==> config.mk <==
export PLATFORM = sky130hd
export DESIGN_NAME = diverge_ctrl
export DESIGN_NICKNAME = d
export VERILOG_FILES = /design/src/rtl/diverge_ctrl.sv
export SDC_FILE = /design/constraint.sdc
export NUM_CORES = 1
export LEC_CHECK = 0
export CAP_MARGIN = 20
export CORE_MARGIN = 2
export CORE_UTILIZATION = 35
export CTS_CLUSTER_DIAMETER = 100
export DETAILED_ROUTE_END_ITERATION = 7
export GPL_TIMING_DRIVEN = 0
export MAX_ROUTING_LAYER = met4
export PLACE_DENSITY = 0.65
export SETUP_SLACK_MARGIN = 0.5
export SYNTH_ARGS = -nofsm -noshare
export SYNTH_HDL_FRONTEND = slang
export SYNTH_SLANG_ARGS = --single-unit
==> constraint.sdc <==
create_clock -name clk_bft -period 10.2 [get_ports clk_bft]
set_input_delay 1.53 -clock clk_bft [delete_from_list [all_inputs] [get_ports clk_bft]]
set_output_delay 1.53 -clock clk_bft [all_outputs]
set_load 0.02 [all_outputs]
==> src/rtl/diverge_ctrl.sv <==
// Leaf-side receive controller: splits the BFT stream into data writes and freespace updates.
// Blocked data waits in an in-order hold buffer while resend throttles upstream.
module diverge_ctrl #(
  parameter int PACKET_BITS   = 97,
  parameter int NUM_PORT_BITS = 4,
  parameter int NUM_IN_PORTS  = 7,
  parameter int NUM_OUT_PORTS = 7,
  parameter int HOLD_DEPTH    = 4
) (
  input  logic                     clk_bft,
  input  logic                     reset_bft,
  input  logic [PACKET_BITS-1:0]   stream_in,
  input  logic [NUM_IN_PORTS-1:0]  in_full,
  output logic [PACKET_BITS-1:0]   in_packet,
  output logic [NUM_IN_PORTS-1:0]  in_wr_en,
  output logic [PACKET_BITS-1:0]   update_packet,
  output logic [NUM_OUT_PORTS-1:0] update_valid,
  output logic                     resend,
  output logic                     overflow_err,
  output logic                     bad_port_err
);

  localparam int PTR_W = $clog2(HOLD_DEPTH);
  localparam int CNT_W = PTR_W + 1;
  localparam logic [CNT_W-1:0] LP_FULL = CNT_W'(HOLD_DEPTH);

  logic [PACKET_BITS-1:0] r_mem [HOLD_DEPTH];
  logic [PTR_W-1:0]       r_rdPtr;
  logic [PTR_W-1:0]       r_wrPtr;
  logic [CNT_W-1:0]       r_count;

  logic                     w_inValid;
  logic                     w_inIsUpd;
  logic [NUM_PORT_BITS-1:0] w_inPort;
  logic [PACKET_BITS-1:0]   w_head;
  logic [NUM_PORT_BITS-1:0] w_headPort;
  logic                     w_headFull;
  logic                     w_inFull;
  logic [NUM_IN_PORTS-1:0]  w_inOneHot;
  logic [NUM_IN_PORTS-1:0]  w_headOneHot;
  logic [NUM_OUT_PORTS-1:0] w_updOneHot;
  logic                     w_dataArr;
  logic                     w_dataBad;
  logic                     w_updOk;
  logic                     w_updBad;
  logic                     w_deq;
  logic                     w_direct;
  logic                     w_enqReq;
  logic                     w_drop;
  logic                     w_enq;
  logic [CNT_W-1:0]         w_countNext;

  assign w_inValid  = stream_in[PACKET_BITS-1];
  assign w_inIsUpd  = stream_in[PACKET_BITS-2];
  assign w_inPort   = stream_in[PACKET_BITS-3 -: NUM_PORT_BITS];
  assign w_head     = r_mem[r_rdPtr];
  assign w_headPort = w_head[PACKET_BITS-3 -: NUM_PORT_BITS];

  // Port decoding by comparison keeps out-of-range indices from ever selecting a bit.
  always_comb begin
    w_headFull   = 1'b0;
    w_inFull     = 1'b0;
    w_inOneHot   = '0;
    w_headOneHot = '0;
    w_updOneHot  = '0;
    for (int i = 0; i < NUM_IN_PORTS; i++) begin
      if (w_headPort == NUM_PORT_BITS'(i)) begin
        w_headFull      = in_full[i];
        w_headOneHot[i] = 1'b1;
      end
      if (w_inPort == NUM_PORT_BITS'(i)) begin
        w_inFull      = in_full[i];
        w_inOneHot[i] = 1'b1;
      end
    end
    for (int j = 0; j < NUM_OUT_PORTS; j++) begin
      if (w_inPort == NUM_PORT_BITS'(j)) begin
        w_updOneHot[j] = 1'b1;
      end
    end
  end

  // The head always wins the single write slot; a new arrival goes direct only when nothing is queued.
  always_comb begin
    w_dataArr   = w_inValid && !w_inIsUpd && (int'(w_inPort) < NUM_IN_PORTS);
    w_dataBad   = w_inValid && !w_inIsUpd && (int'(w_inPort) >= NUM_IN_PORTS);
    w_updOk     = w_inValid && w_inIsUpd && (int'(w_inPort) < NUM_OUT_PORTS);
    w_updBad    = w_inValid && w_inIsUpd && (int'(w_inPort) >= NUM_OUT_PORTS);
    w_deq       = (r_count != '0) && !w_headFull;
    w_direct    = w_dataArr && (r_count == '0) && !w_inFull;
    w_enqReq    = w_dataArr && !w_direct;
    w_drop      = w_enqReq && (r_count == LP_FULL) && !w_deq;
    w_enq       = w_enqReq && !w_drop;
    w_countNext = r_count + CNT_W'(w_enq) - CNT_W'(w_deq);
  end

  always_ff @(posedge clk_bft) begin
    if (w_enq) begin
      r_mem[r_wrPtr] <= stream_in;
    end
  end

  always_ff @(posedge clk_bft) begin
    if (reset_bft) begin
      r_rdPtr       <= '0;
      r_wrPtr       <= '0;
      r_count       <= '0;
      in_packet     <= '0;
      in_wr_en      <= '0;
      update_packet <= '0;
      update_valid  <= '0;
      resend        <= 1'b0;
      overflow_err  <= 1'b0;
      bad_port_err  <= 1'b0;
    end else begin
      in_wr_en <= '0;
      if (w_deq) begin
        in_wr_en  <= w_headOneHot;
        in_packet <= w_head;
      end else if (w_direct) begin
        in_wr_en  <= w_inOneHot;
        in_packet <= stream_in;
      end
      update_valid <= w_updOk ? w_updOneHot : '0;
      if (w_updOk) begin
        update_packet <= stream_in;
      end
      if (w_deq) begin
        r_rdPtr <= r_rdPtr + PTR_W'(1);
      end
      if (w_enq) begin
        r_wrPtr <= r_wrPtr + PTR_W'(1);
      end
      r_count <= w_countNext;
      resend  <= (w_countNext != '0);
      if (w_drop) begin
        overflow_err <= 1'b1;
      end
      if (w_dataBad || w_updBad) begin
        bad_port_err <= 1'b1;
      end
    end
  end

endmodule

# Yosys cells after proc, flatten, opt, wreduce, memory -nomap -nowiden
# Memories as Yosys holds them, arrays and structs flattened. A register that Yosys moved wholly into a read port is not among the register bits.
# Cells that the tools add are included.
[op_classes]
n_addsub = 4
mul = 0
n_div = 0
n_lt_le_gt_ge = 2
eq_ne = 13
shift = 0
muxes = 36
bitwise_logic = 1
reduce_logical = 27
[ops]
columns = ["operator", "count"]
rows = [
  ["two-way mux 97 bit", 2],
  ["two-way mux 1 bit", 30],
  ["equality test 4 x 3 -> 1 bit, second input constant", 6],
  ["equality test 4 x 2 -> 1 bit, second input constant", 4],
  ["two-way mux 7 bit", 2],
  ["logical AND 1 bit", 13],
  ["equality test 4 x 1 -> 1 bit, second input constant", 2],
  ["zero test 4 bit", 2],
  ["zero test 1 bit", 6],
  ["nonzero test 3 bit", 2],
  ["adder 2 x 1 -> 2 bit, second input constant", 2],
  [">= comparator 4 x 3 -> 1 bit, second input constant", 1],
  ["< comparator 4 x 3 -> 1 bit, second input constant", 1],
  ["two-way mux 2 bit", 2],
  ["adder 3 x 1 -> 3 bit", 1],
  ["equality test 3 bit, second input constant", 1],
  ["zero test 3 bit", 1],
  ["subtractor 3 x 1 -> 3 bit", 1],
  ["nonzero test 2 bit", 1],
  ["OR reduction 2 bit", 1],
  ["logical OR 1 bit", 1],
  ["inverter 1 bit", 1],
]
[word_totals]
regBits = 218
latch_bits = 0
ramBits = 388
rom_bits = 0
in_bits = 106
out_inout_bits = 211
wordCells = 94
memories = 1
[mem_list]
columns = ["memory", "words", "word_bits", "read_ports", "rd_clocked_by_memory_dff", "write_ports", "line_no", "rtl"]
rows = [
  ["r_mem", 4, 97, 1, 1, 1, "27", "logic [PACKET_BITS-1:0] r_mem [HOLD_DEPTH];"],
]

# Depth between registers and ports, before layout
# Gate-level depths: netlist of the first run.
[logic_depth]
ltp_word = 19
ltp_mapped = 14
depth_no_buf = 11

# Least setup slack after synthesis of the first run
# OpenSTA, ideal clock, no wires.
[synth_path]
path_kind = "input -> register"
start = "input port stream_in[92]"
end = "memory r_mem[0][0], enable pin"
setup_time_ns = 0.452
arrival_time_ns = 4.777
required_time_ns = 9.748
path_slack_ns = 4.971
path_stages = 7
path_buffers = 2
cell_sequence = "clkbuf_1 -> mux2i_1 -> o221ai_1 -> a21oi_1 -> buf_2 -> nor2_1 -> o211a_1"
[synth_via]
elab_chain_cells = 18
word_cells_on_any_way = 27
cone_classes = "order compare (1); eq/ne (6); mux (9); reduce/logical (11)"
[synth_rtl]
columns = ["item", "line_no", "rtl"]
rows = [
  ["start: declaration", "12", "input logic [PACKET_BITS-1:0] stream_in,"],
  ["zero test 4 bit", "71", "if (w_inPort == NUM_PORT_BITS'(i)) begin"],
  ["two-way mux 1 bit (7 in series)", "71", ""],
  ["zero test 1 bit", "90", "w_direct = w_dataArr && (r_count == '0) && !w_inFull;"],
  ["logical AND 1 bit", "90", ""],
  ["zero test 1 bit", "91", "w_enqReq = w_dataArr && !w_direct;"],
  ["logical AND 1 bit *", "91", ""],
  ["logical AND 1 bit (2 in series)", "92", "w_drop = w_enqReq && (r_count == LP_FULL) && !w_deq;"],
  ["zero test 1 bit", "93", "w_enq = w_enqReq && !w_drop;"],
  ["logical AND 1 bit *", "93", ""],
  ["two-way mux 1 bit *", "98", "if (w_enq) begin"],
  ["two-way mux 1 bit (not written as such) *", "99", "r_mem[r_wrPtr] <= stream_in;"],
  ["end: declaration", "27", ""],
]
# Mark *: on every way between the ends. The rest lies on a longest branch, timed or not.

# Final worst setup path of the first run
[layout_path]
start = "input port stream_in[92]"
end = "register resend"
[layout_via]
elab_chain_cells = 19
word_cells_on_any_way = 28
cone_classes = "add/sub (2); order compare (1); eq/ne (6); mux (7); reduce/logical (12)"
[layout_rtl]
columns = ["item", "line_no", "rtl"]
rows = [
  ["zero test 4 bit", "71", ""],
  ["two-way mux 1 bit (7 in series)", "71", ""],
  ["zero test 1 bit", "90", ""],
  ["logical AND 1 bit", "90", ""],
  ["zero test 1 bit", "91", ""],
  ["logical AND 1 bit *", "91", ""],
  ["logical AND 1 bit (2 in series)", "92", ""],
  ["zero test 1 bit", "93", ""],
  ["logical AND 1 bit *", "93", ""],
  ["adder 3 x 1 -> 3 bit *", "94", "w_countNext = r_count + CNT_W'(w_enq) - CNT_W'(w_deq);"],
  ["subtractor 3 x 1 -> 3 bit *", "94", ""],
  ["nonzero test 3 bit *", "135", "resend <= (w_countNext != '0);"],
  ["end signal: assignment", "135", ""],
  ["end: declaration", "18", "output logic resend,"],
]
# Marked as above.
# A chain may end at the register's enable or synchronous reset.

==> run_results.csv, run 1 <==
group,metric,value,unit
layout,fill_cells,5782,
synthesis,yosysTopAreaCell,"edfxtp_1",
synthesis,synthFlopType,"edfxtp_1",
clocking,clk_latency,590,ps
setup_path,critPathLaunchType,"input port",
placed_design,dpl_cell_area,0.0277,mm2
global_routing,overflow,0,
layout,seq_area,0.0161,mm2
drt,wire_per_inst,22.9,um
outcome,status,"completed",
global_routing,grt_pass1_wl,95900,um
die,die-area,0.0684,mm2
sta,worstMarginPinSlew,1010,ps
worst_hold_path,min_path_type,"reg2reg",
synthesis,yosysMostFrequentCell,"edfxtp_1",
layout,fin_nets,2039,
sta,fin_setup_tns,0,ps
placed_design,port-buffer-count,316,
global_routing,grtUsageTotal,0.195,
setup_path,critPathMaxFanout,10,
synthesis,synth_area_leaders,"edfxtp_1 (50%), dfxtp_1 (19%), mux4_2 (9.5%), mux2i_1 (4.2%), nand2_1 (3.3%)",
die,initial_utilization,0.353,
global_routing,grt_pass1_vias,15280,
die,core_area,0.0657,mm2
synthesis,async_reset_ff_frac,0,
pwr,pwr_density_cell,253,mW/mm2
drt,drc,0,
sta,finalCritPeriodShare,0.544,
setup_path,worstSetupPathType,"in2reg",
synthesis,yosysUniqueCellTypes,56,
die,rows,94,
worst_hold_path,hold_start,"update_packet[70]",
drt,ant_nets,0,
die,pin_count,317,
sta,final-setup-viol-count,0,
global_routing,antenna_found_initial,1,
layout,fin_area,0.0299,mm2
setup_path,reg2reg_slack,5940,ps
pwr,leakage,9.43,nW
setup_path,rr_worst_depth,13,
synthesis,postSynthCellCount,1532,
synthesis,synth-seq-area-share,0.692,
synthesis,synth_enable_flop_cells,388,
drt,drt-initial-drc-count,764,
clocking,cts-root-buf,"clkbuf_16",
clocking,path_clk_slew,60,ps
placed_design,gp_congestion,0.809,
synthesis,netlist_area,0.0232,mm2
global_routing,grt_max_degree,51,
clocking,htreeDepth,3,
sta,slew_viol_final,0,
synthesis,synth_nets,1644,
setup_path,r2r_start,"r_count[2]",
sta,whs,453,ps
job,cap_violations,0,
synthesis,yosys-top-cells-count,"edfxtp_1 (388), dfxtp_1 (220), nand2_1 (202)",
clocking,clock_sinks,608,
die,chipWidth,262,um
synthesis,syn_area_per_cell,15.2,um2
placed_design,place_hpwl,43600,um
worst_hold_path,holdPathEnd,"update_packet[70]",
layout,drive_above_1_share,0.155,
clocking,post_cts_buffers,0,
sta,hold_viol_final,0,
die,chipHeight,262,um
synthesis,ys_ff_latch,608,
layout,multi_input_area,0.00663,mm2
clocking,clockBufferDepth,3,
synthesis,yosysTopAreaCellShare,0.502,
drt,vias,14722,
setup_path,worstPathRequired,10640,ps
sta,min_period,5550,ps
sta,maxSlewHeadroom,0.327,
clocking,cts_tree,"built",
sta,rsz0062_at_grt,"no",
clocking,hold_buffers,0,
setup_path,arrival,5990,ps
clocking,post_cts_resized,0,
setup_path,end_kind,"flip-flop",
sta,finClkSkew,20.8,ps
sta,max_freq,0.180,GHz
synthesis,yosys_warnings,0,
clocking,numCtsBuffers,67,
drt,viasPerCell,5.17,
worst_hold_path,min_path_cells,2,
drt,routed_wl,65100,um
drt,dr.pass1.iters,5,
pwr,ir_drop,134,uV
layout,syn_to_final_growth,28.6,%
setup_path,worstReg2RegEnd,"resend",
where the power goes:
group	total, mW	internal (mW)	leakage (nW)	switching, mW
clock network	2.35	1.38	1.07	0.972
logic	2.26	0.964	3.06	1.29
registers	2.96	2.84	5.31	0.116
total	7.56	5.18	9.43	2.38
critical path, cell delays in order:
cell	delay (ps)
clkdlybuf4s50_1	590
clkbuf_1	580
mux2i_1	260
o221ai_1	130
a21oi_1	540
buf_2	580
nor2_1	330
o211ai_1	170
o21ai_0	110
ha_1	240
fa_1	430
xnor2_1	210
xnor2_1	170
a21oi_1	100
layout by cell type (no fill, tap or decap), types with 3 or more instances in the layout:
master	count
buf_8	3
o211a_4	4
nand2_1	202
nand3_1	6
mux4_2	98
o32a_1	3
mux2i_1	98
clkinv_2	12
nor2_1	25
nand2b_1	6
inv_6	3
nor3_1	96
inv_1	9
a21oi_1	105
diode_2	3
buf_16	5
buf_4	11
buf_2	29
clkinv_1	3
or3_1	3
ha_1	5
nor2b_1	8
clkbuf_8	12
clkbuf_1	81
clkdlybuf4s50_1	316
buf_1	5
clkbuf_16	70
edfxtp_1	388
a211oi_2	41
a31oi_1	3
o21ai_0	6
dfxtp_1	220
a211oi_1	51
flip-flops by register name, summed over array words and instances (netlist names), 2 cells and up, named ones only:
| register | cells |
|---|---|
| in_packet | 97 |
| in_wr_en | 7 |
| r_count | 3 |
| r_mem | 388 |
| r_rdPtr | 2 |
| r_wrPtr | 2 |
| update_packet | 97 |
| update_valid | 7 |
routing by layer:
metal | global-route usage | up-vias | wire length [um]
li1 | - | 6659 | -
met1 | 0.250 | 7526 | 28100
met2 | 0.310 | 451 | 31200
met3 | 0.0456 | 86 | 4490
met4 | 0.0559 | 0 | 1300
met5 | - | - | 0
how the worst max path moves through the flow:
stage	startpoint	end	slack (ps)
after floorplan	stream_in[92]	r_mem[0][0]	4970
after global placement	stream_in[92]	r_mem[0][60]	1550
after detailed placement	stream_in[92]	resend	3990
after CTS	stream_in[92]	resend	4610
after global routing	stream_in[92]	resend	4330
final	stream_in[92]	resend	4650
cells by family after synthesis:
family / after synthesis / synth area share
adders and majority gates: 6 / 0.00356
xor gates and xnor gates: 2 / 0.000755
DFF: 608 / 0.692
and+or+nand+nor: 359 / 0.0674
buffers and inverters: 123 / 0.0239
muxes: 197 / 0.138
AOI/OAI and AO/OA: 237 / 0.0749
layout make-up:
| cell class | count | area share |
|---|---|---|
| Antenna cell | 3 | 0.000251 |
| Buffer | 114 | 0.0175 |
| Clock buffer | 97 | 0.0661 |
| Clock inverter | 24 | 0.00566 |
| Inverter | 9 | 0.00113 |
| Multi-Input combinational cell | 801 | 0.222 |
| Sequential cell | 608 | 0.538 |
| Tap cell | 864 | 0.0362 |
| Timing Repair Buffer | 326 | 0.113 |
stage by stage:
stage	utilization	setup slack, ps	power, mW	std cells
final	0.454	4650	7.56	2846
after global routing	0.454	4330	7.91	2843
after CTS	0.454	4610	7.68	2843
after detailed placement	0.421	3990	5.29	2722
after global placement	0.418	1550	5.24	2712
after floorplan	-	4970	4.38	1532
Note: power is estimated with default switching activity, not from simulation.
==> inputs of run 2 (changes only) <==
Settings changed: PLACE_DENSITY 0.65 to 0.67.
Clock period 10.2 ns to 4.9 ns, I/O delays scaled along.
==> run_results.csv, run 2 (synthesized netlist as in run 1, its figures left out) <==
group,metric,value,unit
die,rows,94,
layout,regMostFlops,"r_mem",
clocking,htreeDepth,3,
die,chipHeight,262,um
global_routing,antenna_found_initial,9,
placed_design,dp_slack,-537,ps
clocking,path_clk_slew,60,ps
drt,wire_per_inst,22.7,um
drt,dr.pass1.iters,5,
sta,finClkSkew,19.3,ps
pwr,ir_drop,347,uV
global_routing,grt_pass1_wl,94900,um
clocking,clockBufferDepth,3,
setup_path,critPathMaxFanout,10,
sta,worstMarginPinSlew,1010,ps
sta,max_freq,0.242,GHz
layout,syn_to_final_growth,28.9,%
sta,final-setup-viol-count,0,
die,die-area,0.0684,mm2
pwr,leakage,9.42,nW
clocking,cts_tree,"built",
die,chipWidth,262,um
setup_path,worstPathRequired,5370,ps
die,initial_utilization,0.353,
sta,finalCritPeriodShare,0.844,
clocking,clk_latency,590,ps
layout,most-common-layout-cells,"edfxtp_1 (388), clkdlybuf4s50_1 (316), dfxtp_1 (219)",
layout,largest_registers,"r_mem (388), in_packet (97), update_packet (97)",
job,cap_violations,0,
sta,hold_viol_final,0,
global_routing,grt_max_degree,52,
die,core_area,0.0657,mm2
layout,fin_cells,2853,
sta,min_period,4140,ps
setup_path,end_kind,"flip-flop",
placed_design,port-buffer-count,316,
outcome,status,"completed",
global_routing,grt_pass1_vias,14941,
setup_path,worstSetupPathType,"reg2reg",
clocking,clock_sinks,608,
die,pin_count,317,
placed_design,place_hpwl,43800,um
pwr,pwr_density_cell,528,mW/mm2
drt,viasPerCell,5.16,
drt,ant_nets,0,
clocking,cts-root-buf,"clkbuf_16",
sta,fin_setup_tns,0,ps
layout,drive_above_1_share,0.155,
sta,rsz0062_at_grt,"no",
global_routing,overflow,0,
placed_design,gp_congestion,0.802,
sta,fin_ws,765,ps
worst_hold_path,min_path_type,"reg2reg",
clocking,post_cts_buffers,0,
drt,routed_wl,64900,um
layout,fin_nets,2040,
drt,drt-initial-drc-count,933,
drt,vias,14717,
drt,drc,0,
layout,mostFrequentLayoutCell,"edfxtp_1",
sta,slew_viol_final,0,
clocking,numCtsBuffers,68,
setup_path,arrival,4610,ps
placed_design,dp.cells,2721,
layout,largest_reg_flops,388,
sta,maxSlewHeadroom,0.324,
setup_path,critPathLaunchType,"flip-flop",
global_routing,grtUsageTotal,0.193,
clocking,hold_buffers,0,
## run 2: timing repair
item	CTS	global route
gates resized for setup	4	7
pin swaps	0	1
endpoints found under the setup margin	182	182
## run 2: cell type report
type	instances	area, um2
repair buffers	326	3380
multi-input cells	801	6650
diodes	10	25.0
clock buffers	91	1870
inverters	9	33.8
flip-flops and latches	608	16100
clock inverters	30	297
well taps	864	1080
fillers	5722	35800
plain buffers	114	529
## run 2: metal layers
metal | GRT usage | vias to the layer above | share of wire
met5 | - | - | 0
met4 | 0.0647 | 0 | 0.025
met3 | 0.0456 | 102 | 0.075
met2 | 0.298 | 497 | 0.47
met1 | 0.251 | 7443 | 0.43
li1 | - | 6675 | -
## run 2: report_power, final
group / internal, mW / switching (mW) / total, mW
registers: 5.91 / 0.247 / 6.16
logic: 2.01 / 2.66 / 4.67
clock network: 2.95 / 2.03 / 4.98
total: 10.9 / 4.94 / 15.8
## run 2: critical path: stages, from the launching register on
cell	delay, ps
dfxtp_2	390
buf_4	210
mux4_2	580
or2_0	260
a311o_1	320
o211a_2	200
nand2_4	160
buf_6	240
buf_6	220
o21ai_0	130
ha_1	230
fa_1	410
xnor2_1	210
xnor2_1	130
a21oi_2	310
## run 2: worst paths after layout
kind	to	from	slack, ps	cells after the start
worst min-delay path	update_packet[39]	update_packet[39]	450	2
worst max-delay path	resend	flip-flop	760	14
worst min register to register	update_packet[39]	update_packet[39]	450	2
worst max register to register	resend	flip-flop	760	14
## run 2: per-stage QoR
step	hold WS, ps	utilization	instance area [um2]	power (mW)
finish	453	0.455	29900	15.8
detailed placement	446	0.421	27700	10.9
floorplan	507	-	23200	9.11
CTS	454	0.454	29900	16.0
global route	468	0.455	29900	16.5
global placement	441	0.418	27500	10.8
